`config.mk`:
```
export PLATFORM = sky130hd
export DESIGN_NAME = edge_tick
export DESIGN_NICKNAME = d
export VERILOG_FILES = /design/src/rtl/edge_tick_pkg.sv /design/src/rtl/edge_tick_chan.sv /design/src/rtl/edge_tick.sv
export SDC_FILE = /design/constraint.sdc
export NUM_CORES = 1
export LEC_CHECK = 0
export BUFFER_PORTS_ARGS = -buffer_cell sky130_fd_sc_hd__buf_2
export CORE_UTILIZATION = 45
export CTS_CLUSTER_SIZE = 28
export DETAILED_ROUTE_END_ITERATION = 8
export PLACE_DENSITY = 0.71
export SLEW_MARGIN = 20
export SYNTH_ARGS = -nofsm -noshare
export SYNTH_HDL_FRONTEND = slang
export SYNTH_SLANG_ARGS = --single-unit
export TNS_END_PERCENT = 10
```
`constraint.sdc`:
```
create_clock -name clk -period 1.4 [get_ports clk]
set_input_delay 0 -clock clk [delete_from_list [all_inputs] [get_ports clk]]
set_output_delay 0 -clock clk [all_outputs]
set_load 0.1 [all_outputs]
```
`src/rtl/edge_tick_pkg.sv`:
```
// Shared definitions for the edge_tick block: mode encodings and a counter
// width helper that stays legal when the debounce depth is 1 or 2.
package edge_tick_pkg;

    localparam logic [1:0] MODE_OFF  = 2'b00;
    localparam logic [1:0] MODE_RISE = 2'b01;
    localparam logic [1:0] MODE_FALL = 2'b10;
    localparam logic [1:0] MODE_BOTH = 2'b11;

    // $clog2 collapses to 0 for depths of 1, so floor the width at one bit.
    function automatic int cnt_width(input int debounce);
        return (debounce <= 2) ? 1 : $clog2(debounce);
    endfunction

endpackage

```
`src/rtl/edge_tick_chan.sv`:
```
// One channel of edge_tick: synchroniser, debounce filter, edge
// qualification against the runtime mode, and the sticky pending flag.
module edge_tick_chan
    import edge_tick_pkg::*;
#(
    parameter int SYNC_STAGES = 2,
    parameter int DEBOUNCE    = 3
) (
    input  logic       clk,
    input  logic       rst_n,
    input  logic       din,
    input  logic [1:0] mode,
    input  logic       clr,
    output logic       level,
    output logic       tick,
    output logic       pending
);

    localparam int CW = cnt_width(DEBOUNCE);

    logic [SYNC_STAGES-1:0] sync_q;
    logic                   sync;
    logic                   lvl;
    logic [CW-1:0]          cnt;
    logic                   accept;
    logic                   qualify;

    // Synchroniser chain; din enters at bit 0 and leaves at the top bit.
    always_ff @(posedge clk or negedge rst_n) begin
        if (!rst_n) begin
            sync_q <= '0;
        end else begin
            sync_q <= {sync_q[SYNC_STAGES-2:0], din};
        end
    end

    assign sync = sync_q[SYNC_STAGES-1];

    // A level change is accepted only after the synchronised input has
    // disagreed with the stable level for DEBOUNCE consecutive cycles.
    always_comb begin
        accept = (sync != lvl) && (cnt == CW'(DEBOUNCE - 1));
    end

    // Debounce filter: any return to the stable level throws the count away.
    always_ff @(posedge clk or negedge rst_n) begin
        if (!rst_n) begin
            lvl <= 1'b0;
            cnt <= '0;
        end else if (sync == lvl) begin
            cnt <= '0;
        end else if (accept) begin
            lvl <= sync;
            cnt <= '0;
        end else begin
            cnt <= cnt + 1'b1;
        end
    end

    // Qualify the accepted edge against the mode sampled this cycle.
    always_comb begin
        qualify = 1'b0;
        if (accept) begin
            if (sync) begin
                qualify = (mode == MODE_RISE) || (mode == MODE_BOTH);
            end else begin
                qualify = (mode == MODE_FALL) || (mode == MODE_BOTH);
            end
        end
    end

    // Registered tick and sticky pending; a new event beats a same-cycle clear.
    always_ff @(posedge clk or negedge rst_n) begin
        if (!rst_n) begin
            tick    <= 1'b0;
            pending <= 1'b0;
        end else begin
            tick    <= qualify;
            pending <= qualify | (pending & ~clr);
        end
    end

    assign level = lvl;

endmodule

```
`src/rtl/edge_tick.sv`:
```
// Multi-channel debounced edge detector producing per-channel tick pulses
// and sticky pending flags for interrupt/event logic.
module edge_tick
    import edge_tick_pkg::*;
#(
    parameter int CHANNELS    = 4,
    parameter int SYNC_STAGES = 2,
    parameter int DEBOUNCE    = 3
) (
    input  logic                  clk,
    input  logic                  rst_n,
    input  logic [CHANNELS-1:0]   din,
    input  logic [2*CHANNELS-1:0] mode,
    input  logic [CHANNELS-1:0]   clr,
    output logic [CHANNELS-1:0]   level,
    output logic [CHANNELS-1:0]   tick,
    output logic [CHANNELS-1:0]   pending,
    output logic                  any_pending
);

    for (genvar i = 0; i < CHANNELS; i++) begin : g_chan
        edge_tick_chan #(
            .SYNC_STAGES (SYNC_STAGES),
            .DEBOUNCE    (DEBOUNCE)
        ) u_chan (
            .clk     (clk),
            .rst_n   (rst_n),
            .din     (din[i]),
            .mode    (mode[2*i+1:2*i]),
            .clr     (clr[i]),
            .level   (level[i]),
            .tick    (tick[i]),
            .pending (pending[i])
        );
    end

    // Summary flag for a single downstream interrupt line.
    always_comb begin
        any_pending = |pending;
    end

endmodule

```
; Word level (Yosys, flattened, before mapping)
; Index checks and enable logic that the tools add are counted.
[classes]
n_addsub = 4
multipliers = 0
div_mod_pow = 0
magnitude_cmp = 0
n_eq_ne = 24
shift = 0
mux = 16
bitwise_logic = 16
reduce_logical = 17
[op_table]
columns = cell, count
row1 = $eq 2x2->1 const B, 12
row2 = $mux 2, 8
row3 = $add 2x1->2 const B, 4
row4 = $eq 2x1->1 const B, 4
row5 = $logic_or 1x1->1, 8
row6 = $mux 1, 8
row7 = $not 1->1, 8
row8 = $reduce_and 2->1, 4
row9 = $and 1x1->1, 4
row10 = $eq 1x1->1, 4
row11 = $logic_and 1x1->1, 4
row12 = $ne 1x1->1, 4
row13 = $or 1x1->1, 4
row14 = $reduce_or 4->1, 1
[totals]
regBits = 28
latchBits = 0
mem_bits_rw = 0
mem_bits_ro = 0
input_bits = 18
elab_cells = 97
n_memories = 0

; Depth between registers and ports, before layout
; Gate-level depths: netlist of the first run.
[depth]
depth_word = 5
depth_mapped = 3
mapped_depth_nobuf = 3

; Modules after synthesis
; From an unflattened synthesis of the first run, not the netlist that was laid out.
[hier_totals]
cells_unflattened = 69
hier_area_um2 = 1048.5
[modules_own_cells]
columns = mod, n_inst, cells_each, area_each_um2
row1 = edge_tick_chan, 4, 17, 260.2
row2 = edge_tick, 1, 1, 7.5

; Least setup slack after synthesis of the first run
; No wires, ideal clock.
[synth_timing]
kind = register to output
startpoint = register g_chan[1].u_chan.pending
endpoint = output port any_pending
arrival_time_ns = 1.327
required_time_ns = 1.400
setup_slack_ns = 0.073
stages_incl_launch_ff = 2
n_path_buf = 0
cell_sequence = dfrtp_1 > or4_1
[synth_via]
elab_chain_cells = 1
[synth_rtl]
columns = element, line_no
row1 = from (decl), edge_tick_chan.sv:16  ; output logic pending
row2 = from (signal assigned), edge_tick_chan.sv:79  ; pending <= qualify | (pending & ~clr);
row3 = $reduce_or 4->1, edge_tick.sv:39  ; any_pending = |pending;
row4 = to (decl), edge_tick.sv:18  ; output logic any_pending
; No other way between the ends.

; Worst setup path after layout of the first run
[layout_timing]
startpoint = register g_chan[0].u_chan.pending
endpoint = output port any_pending
[layout_via]
elab_chain_cells = 1
[layout_rtl]
columns = element, line_no
row1 = from (decl), edge_tick_chan.sv:16
row2 = from (signal assigned), edge_tick_chan.sv:79
row3 = $reduce_or 4->1, edge_tick.sv:39
; No other way between the ends.

==> results.sh, run 1 <==
export IMPL_grtUsageMet1_pct=15.7
export IMPL_drive_above_1_share_pct=37.3
export IMPL_path_cells="or4_4 > buf_12"
export IMPL_fin_skew_ns=0.00284
export IMPL_dieArea_um2=2640
export IMPL_worstPathRequired_ns=1.40
export IMPL_drv_cap=0
export IMPL_grt_pass1_wl_um=2750
export IMPL_cts_buffers_inserted=3
export IMPL_drt_wirelength_per_cell_um=11.8
export IMPL_clkTransAtPathRegs_ns=0.13
export IMPL_antenna_cells=0
export IMPL_area_growth_pct=23.8
export IMPL_p_int_mw=1.54
export IMPL_nets=138
export IMPL_setup_ws_ns=-0.0436
export IMPL_gp_congestion=0.657
export IMPL_max_clock_freq_mhz=693
export IMPL_hold_viol=0
export IMPL_synth_cell_types=17
export IMPL_power_leakage_nw=0.681
export IMPL_vias_per_cell=4.81
export IMPL_fill_cells=197
export IMPL_fp_row_count=17
export IMPL_numClockSinks=28
export IMPL_slew_viol_final=0
export IMPL_dr_total_vias=702
export IMPL_p_comb_share_pct=49.9
export IMPL_ant_nets=0
export IMPL_synth_area_um2=1100
export IMPL_setup_worst_path_class="reg2out"
export IMPL_grt_total_usage_pct=14.9
export IMPL_die_w_um=51.4
export IMPL_drc=0
export IMPL_violations="negative setup slack"
export IMPL_seq_power_share_pct=39.5
export IMPL_first_pass_iters=1
export IMPL_critPathMaxFanout=2
export IMPL_fp_coreArea_um2=2250
export IMPL_clock_path_buffers=2
export IMPL_post_place_ws_ns=0.210
export IMPL_use_met2_pct=26.4
export IMPL_port_buffers=30
export IMPL_antenna_found_initial=0
export IMPL_synth_warnings=0
export IMPL_syn_nets=102
export IMPL_hp_class="in2reg"
export IMPL_grtUsageMet3_pct=4.17
export IMPL_holdWs_ns=0.0631
export IMPL_busiest_layer="met2"
export IMPL_rsz0062_at_grt="yes"
export IMPL_root_buffer="clkbuf_4"
export IMPL_cts_tree="yes"
export IMPL_worstHoldPathCells=4
export IMPL_drt_total_wl_um=1720
export IMPL_cp_arrival_ns=1.44
export IMPL_status="finished, violations left"
export IMPL_syn_area_per_cell_um2=13.1
export IMPL_grt_pass1_vias=680
export IMPL_fin_crit_ns=1.44
export IMPL_cp_end_kind="output pin"
export IMPL_drt_iter0_drc=0
export IMPL_power_switching_mw=1.45
export IMPL_io_pin_count=31
export IMPL_relSlewSlack_pct=60.6
export IMPL_setup_violations_final=1
export IMPL_dp_hpwl_um=1250
export IMPL_swShare_pct=48.5
export IMPL_design_area_um2=1360
export IMPL_die_h_um=51.4
export IMPL_insertion_delay_ns=0.32
export IMPL_r2r_cells=2
export IMPL_grt_overflow=0
export IMPL_cp_slowest_cell="or4_4"
export IMPL_synth_seq_area_share_pct=63.8
export IMPL_critPathLaunchType="flop"
export IMPL_start_util_pct=48.7
export IMPL_grt_max_degree=29
export IMPL_power_frac_clock_pct=10.5
export IMPL_powerDensity_nw_per_um2=2190
export IMPL_ys_seq_elements=28
export IMPL_period_share_pct=103
export IMPL_dpl_cell_area_um2=1190
export IMPL_vdd_drop_max_uv=1780
export IMPL_tightest_slew_ns=0.591
export IMPL_htree_levels=1
export IMPL_cpPeakStageDelay_ns=0.54
export IMPL_syn_inst=84
metrics by stage:
stage	utilization [%]	power (mW)	TNS, ns	instances
floorplan	-	2.47	0	84
global placement	52.9	2.53	0	130
detailed placement	52.9	2.57	0	130
CTS	60.3	3.02	-0.0595	146
finish	60.3	2.98	-0.0436	146
global route	60.3	3.12	-0.0875	146
power by group through the flow:
stage | registers [mW] | clock network, mW | logic, mW
floorplan | 1.16 | 0 | 1.31
global placement | 1.18 | 0 | 1.35
detailed placement | 1.20 | 0 | 1.37
CTS | 1.18 | 0.332 | 1.50
global route | 1.21 | 0.355 | 1.56
finish | 1.18 | 0.314 | 1.49
cell usage in the layout, fill, tap and decap left out:
cell / n
nand2_1: 3
a22o_1: 3
nor3_1: 4
buf_2: 29
nor3b_1: 4
dfrtp_1: 28
nand2b_1: 1
or4_4: 1
buf_12: 1
xnor2_1: 4
o21ai_0: 3
buf_4: 2
a21oi_1: 1
and2_1: 3
nor2b_2: 3
a21o_2: 1
inv_1: 4
clkbuf_4: 3
dlygate4sd3_1: 11
nand3b_1: 5
mux2_2: 4
area by class of cell:
cell class / instances / area [um2] / share of cell area (%)
Sequential cell: 28 / 701 / 51.5
Multi-Input combinational cell: 40 / 297 / 21.8
Timing Repair Buffer: 43 / 290 / 21.3
Tap cell: 28 / 35.0 / 2.58
Clock buffer: 3 / 22.5 / 1.66
Inverter: 4 / 15.0 / 1.10
path summary, 6_finish.rpt:
kind                                              endpoint  slack [ns]                  startpoint
min in group asynchronous       g_chan[2].u_chan.sync_q[0]        0.20                       rst_n
worst max register to register      g_chan[0].u_chan.level        0.35     g_chan[0].u_chan.cnt[0]
worst max-delay path                           any_pending       -0.04    g_chan[0].u_chan.pending
worst min register to register  g_chan[0].u_chan.sync_q[1]        0.36  g_chan[0].u_chan.sync_q[0]
worst min-delay path                 g_chan[2].u_chan.tick        0.06                     mode[5]
max in group asynchronous       g_chan[1].u_chan.sync_q[0]        0.82                       rst_n
synthesized netlist by cell type:
master	count	area (um2)
a21oi_1	1	5.00
o21ai_0	3	15.0
nand3b_1	5	37.5
mux2_2	4	45.0
a22o_1	3	26.3
a21o_2	1	8.76
nor3_1	4	20.0
nor3b_1	4	30.0
dfrtp_1	28	701
or4_1	1	7.51
xnor2_1	4	35.0
inv_1	4	15.0
nor2b_2	3	26.3
and2_1	3	18.8
nand2b_1	1	6.26
nand2_1	3	11.3
buf_4	12	90.1
registers in the layout, indices dropped and copies added, names as in the netlist:
name / flops
g_chan.u_chan.cnt: 8
g_chan.u_chan.sync_q: 8
g_chan.u_chan.level: 4
g_chan.u_chan.pending: 4
g_chan.u_chan.tick: 4
logic make-up (layout without fill, tap and decap cells):
group	Yosys count	in the layout	synth area share (%)
XOR/XNOR	4	4	3.19
multiplexers	4	4	4.10
buffers and inverters	16	50	9.57
AO/OA/AOI/OAI	8	8	5.01
flip-flops	28	28	63.8
AND/OR/NAND/NOR	24	24	14.4
worst max-delay path: cells and delay by family, from the launching register on:
| kind | cells | cell delay [ns] |
|---|---|---|
| buffers and inverters | 1 | 0.18 |
| flip-flops | 1 | 0.40 |
| AND/OR/NAND/NOR | 1 | 0.54 |
repair_timing:
| action | CTS | global route |
|---|---|---|
| hold endpoints to repair | 37 | 0 |
| hold buffers | 11 | 0 |
| endpoints found under the setup margin | 1 | 1 |
| pin swaps | 0 | 1 |
| buffers inserted | 2 | 0 |
| cloned | 0 | 0 |
| gates resized for setup | 5 | 0 |
routing by layer:
metal | share of wire (%) | vias up | wire, um
met4 | 1.7 | 0 | 29
met3 | 7.0 | 2 | 121
li1 | - | 339 | -
met5 | 0 | - | 0
met1 | 39 | 340 | 674
met2 | 52 | 21 | 898
Power figures use the tool's default switching activity.
==> run 2: changes to the inputs <==
--- a/config.mk
+++ b/config.mk
@@ -10,6 +10,8 @@
 export CTS_CLUSTER_SIZE = 28
 export DETAILED_ROUTE_END_ITERATION = 8
 export PLACE_DENSITY = 0.71
+export SKIP_CTS_REPAIR_TIMING = 1
+export SKIP_LAST_GASP = 1
 export SLEW_MARGIN = 20
 export SYNTH_ARGS = -nofsm -noshare
 export SYNTH_HDL_FRONTEND = slang
==> run 2 against run 1 <==
Compared with the run above:
- the flow finishes with violations (negative hold slack, negative setup slack)
- die area did not move
- sequential share of layout area increased by 0.38 points
- flip-flop and latch count stayed put
- highest routed layer unchanged
==> results.sh, run 2 (synthesis gave the netlist of run 1 again) <==
export IMPL_status="finished, violations left"
export IMPL_violations="negative hold slack, negative setup slack"
export IMPL_wl_met1_um=677
export IMPL_dpl_cell_area_um2=1190
export IMPL_slew_viol_final=0
export IMPL_fill_cells=201
export IMPL_nets=137
export IMPL_critPathLaunchType="flop"
export IMPL_power_leakage_nw=0.677
export IMPL_period_share_pct=104
export IMPL_r2r_start="g_chan[0].u_chan.cnt[0]"
export IMPL_hp_class="in2reg"
export IMPL_cts_tree="yes"
export IMPL_setup_worst_path_class="reg2out"
export IMPL_fp_coreArea_um2=2250
export IMPL_cp_slowest_cell="or4_4"
export IMPL_dieArea_um2=2640
export IMPL_design_area_um2=1350
export IMPL_powerDensity_nw_per_um2=2210
export IMPL_grt_overflow=0
export IMPL_numClockSinks=28
export IMPL_ff2ff_setup_slack_ns=0.35
export IMPL_grt_max_degree=29
export IMPL_clkTransAtPathRegs_ns=0.13
export IMPL_die_h_um=51.4
export IMPL_grt_total_usage_pct=13.9
export IMPL_drt_total_wl_um=1680
export IMPL_path_buf_inv=1
export IMPL_fin_crit_ns=1.46
export IMPL_place_inst=130
export IMPL_tightest_slew_ns=0.589
export IMPL_area_growth_pct=22.9
export IMPL_path_cells="or4_4 > buf_12"
export IMPL_final_cells=145
export IMPL_cpLargestDelayFamily="simple AND/OR/NAND/NOR gates"
export IMPL_io_pin_count=31
export IMPL_drive_above_1_share_pct=37.6
export IMPL_worstHoldPathCells=3
export IMPL_port_buffers=30
export IMPL_hold_viol=1
export IMPL_worstReg2RegEnd="g_chan[0].u_chan.level"
export IMPL_reg_top3="g_chan.u_chan.cnt (8), g_chan.u_chan.sync_q (8)"
export IMPL_wl_met2_um=853
export IMPL_holdWs_ns=-0.0272
export IMPL_worstPathRequired_ns=1.40
export IMPL_antenna_cells=0
export IMPL_ant_nets=0
export IMPL_setup_ws_ns=-0.0589
export IMPL_max_clock_freq_mhz=685
export IMPL_mostFrequentLayoutCell="buf_2"
export IMPL_holdCritStartpoint="clr[2]"
export IMPL_highest_layer="met4"
export IMPL_vias_per_cell=4.77
export IMPL_cpPeakStageDelay_ns=0.55
export IMPL_power_mw=2.98
export IMPL_drv_cap=0
export IMPL_fp_row_count=17
export IMPL_htree_levels=1
export IMPL_cts_buffers_inserted=3
export IMPL_root_buffer="clkbuf_4"
export IMPL_critPathMaxFanout=3
export IMPL_vdd_drop_max_uv=1760
export IMPL_drt_iter0_drc=0
export IMPL_layout_common_cells="buf_2, dfrtp_1, dlygate4sd3_1"
export IMPL_first_pass_iters=1
export IMPL_drc=0
export IMPL_dr_total_vias=692
export IMPL_start_util_pct=48.7
export IMPL_cp_end_kind="output pin"
export IMPL_die_w_um=51.4
export IMPL_r2r_cells=2
export IMPL_cp_arrival_ns=1.46
export IMPL_grt_pass1_vias=635
export IMPL_setup_violations_final=1
export IMPL_clock_path_buffers=2
export IMPL_dp_hpwl_um=1250
export IMPL_grt_pass1_wl_um=2580
export IMPL_wl_met3_um=115
export IMPL_antenna_found_initial=0
export IMPL_hold_path_endpoint="g_chan[2].u_chan.pending"
export IMPL_fin_skew_ns=0.00374
export IMPL_drt_wirelength_per_cell_um=11.6
export IMPL_rsz0062_at_grt="yes"
export IMPL_insertion_delay_ns=0.32
export IMPL_gp_congestion=0.657
export IMPL_relSlewSlack_pct=60.8
[run 2: cell type report]
type / count / area, um2 / area share [%]
clock buffer: 3 / 22.5 / 1.67
inverter: 4 / 15.0 / 1.11
multi-input combinational: 40 / 297 / 22.0
sequential: 28 / 701 / 51.9
tap: 28 / 35.0 / 2.60
timing repair buffer: 42 / 280 / 20.8
[run 2: metrics by stage]
stage / setup TNS, ns / hold WS, ns / setup slack (ns) / utilization, %
finish: -0.0589 / -0.0272 / -0.0589 / 59.9
global route: -0.100 / 0.00221 / -0.100 / 59.9
CTS: -0.165 / -0.324 / -0.165 / 53.9
detailed placement: 0 / 0.0452 / 0.210 / 52.9
global placement: 0 / 0.0365 / 0.227 / 52.9
floorplan: 0 / -0.296 / 0.0733 / -
[run 2: how the worst max path moves through the flow]
stage | to | depth (start not counted) | startpoint | slack (ns)
finish | any_pending | 2 | g_chan[0].u_chan.pending | -0.06
CTS | any_pending | 2 | g_chan[1].u_chan.pending | -0.17
detailed placement | any_pending | 2 | g_chan[1].u_chan.pending | 0.21
floorplan | any_pending | 1 | g_chan[1].u_chan.pending | 0.07
global placement | any_pending | 2 | g_chan[1].u_chan.pending | 0.23
global route | any_pending | 2 | g_chan[0].u_chan.pending | -0.10
[run 2: where the power goes]
part	internal [mW]	total, mW	switching, mW
registers	1.01	1.18	0.173
logic	0.427	1.49	1.06
clock network	0.101	0.315	0.214
total	1.54	2.98	1.45
[run 2: worst reg2reg max path: stages (launching register included)]
cell and delay, ns:
dfrtp_1 0.43, nor2b_2 0.17, mux2_2 0.36
[run 2: metal layers]
metal | GRT usage, % | up-vias
met5 | 0 | -
met4 | 8.11 | 0
met3 | 4.17 | 2
met2 | 23.8 | 21
met1 | 15.1 | 334
li1 | - | 335
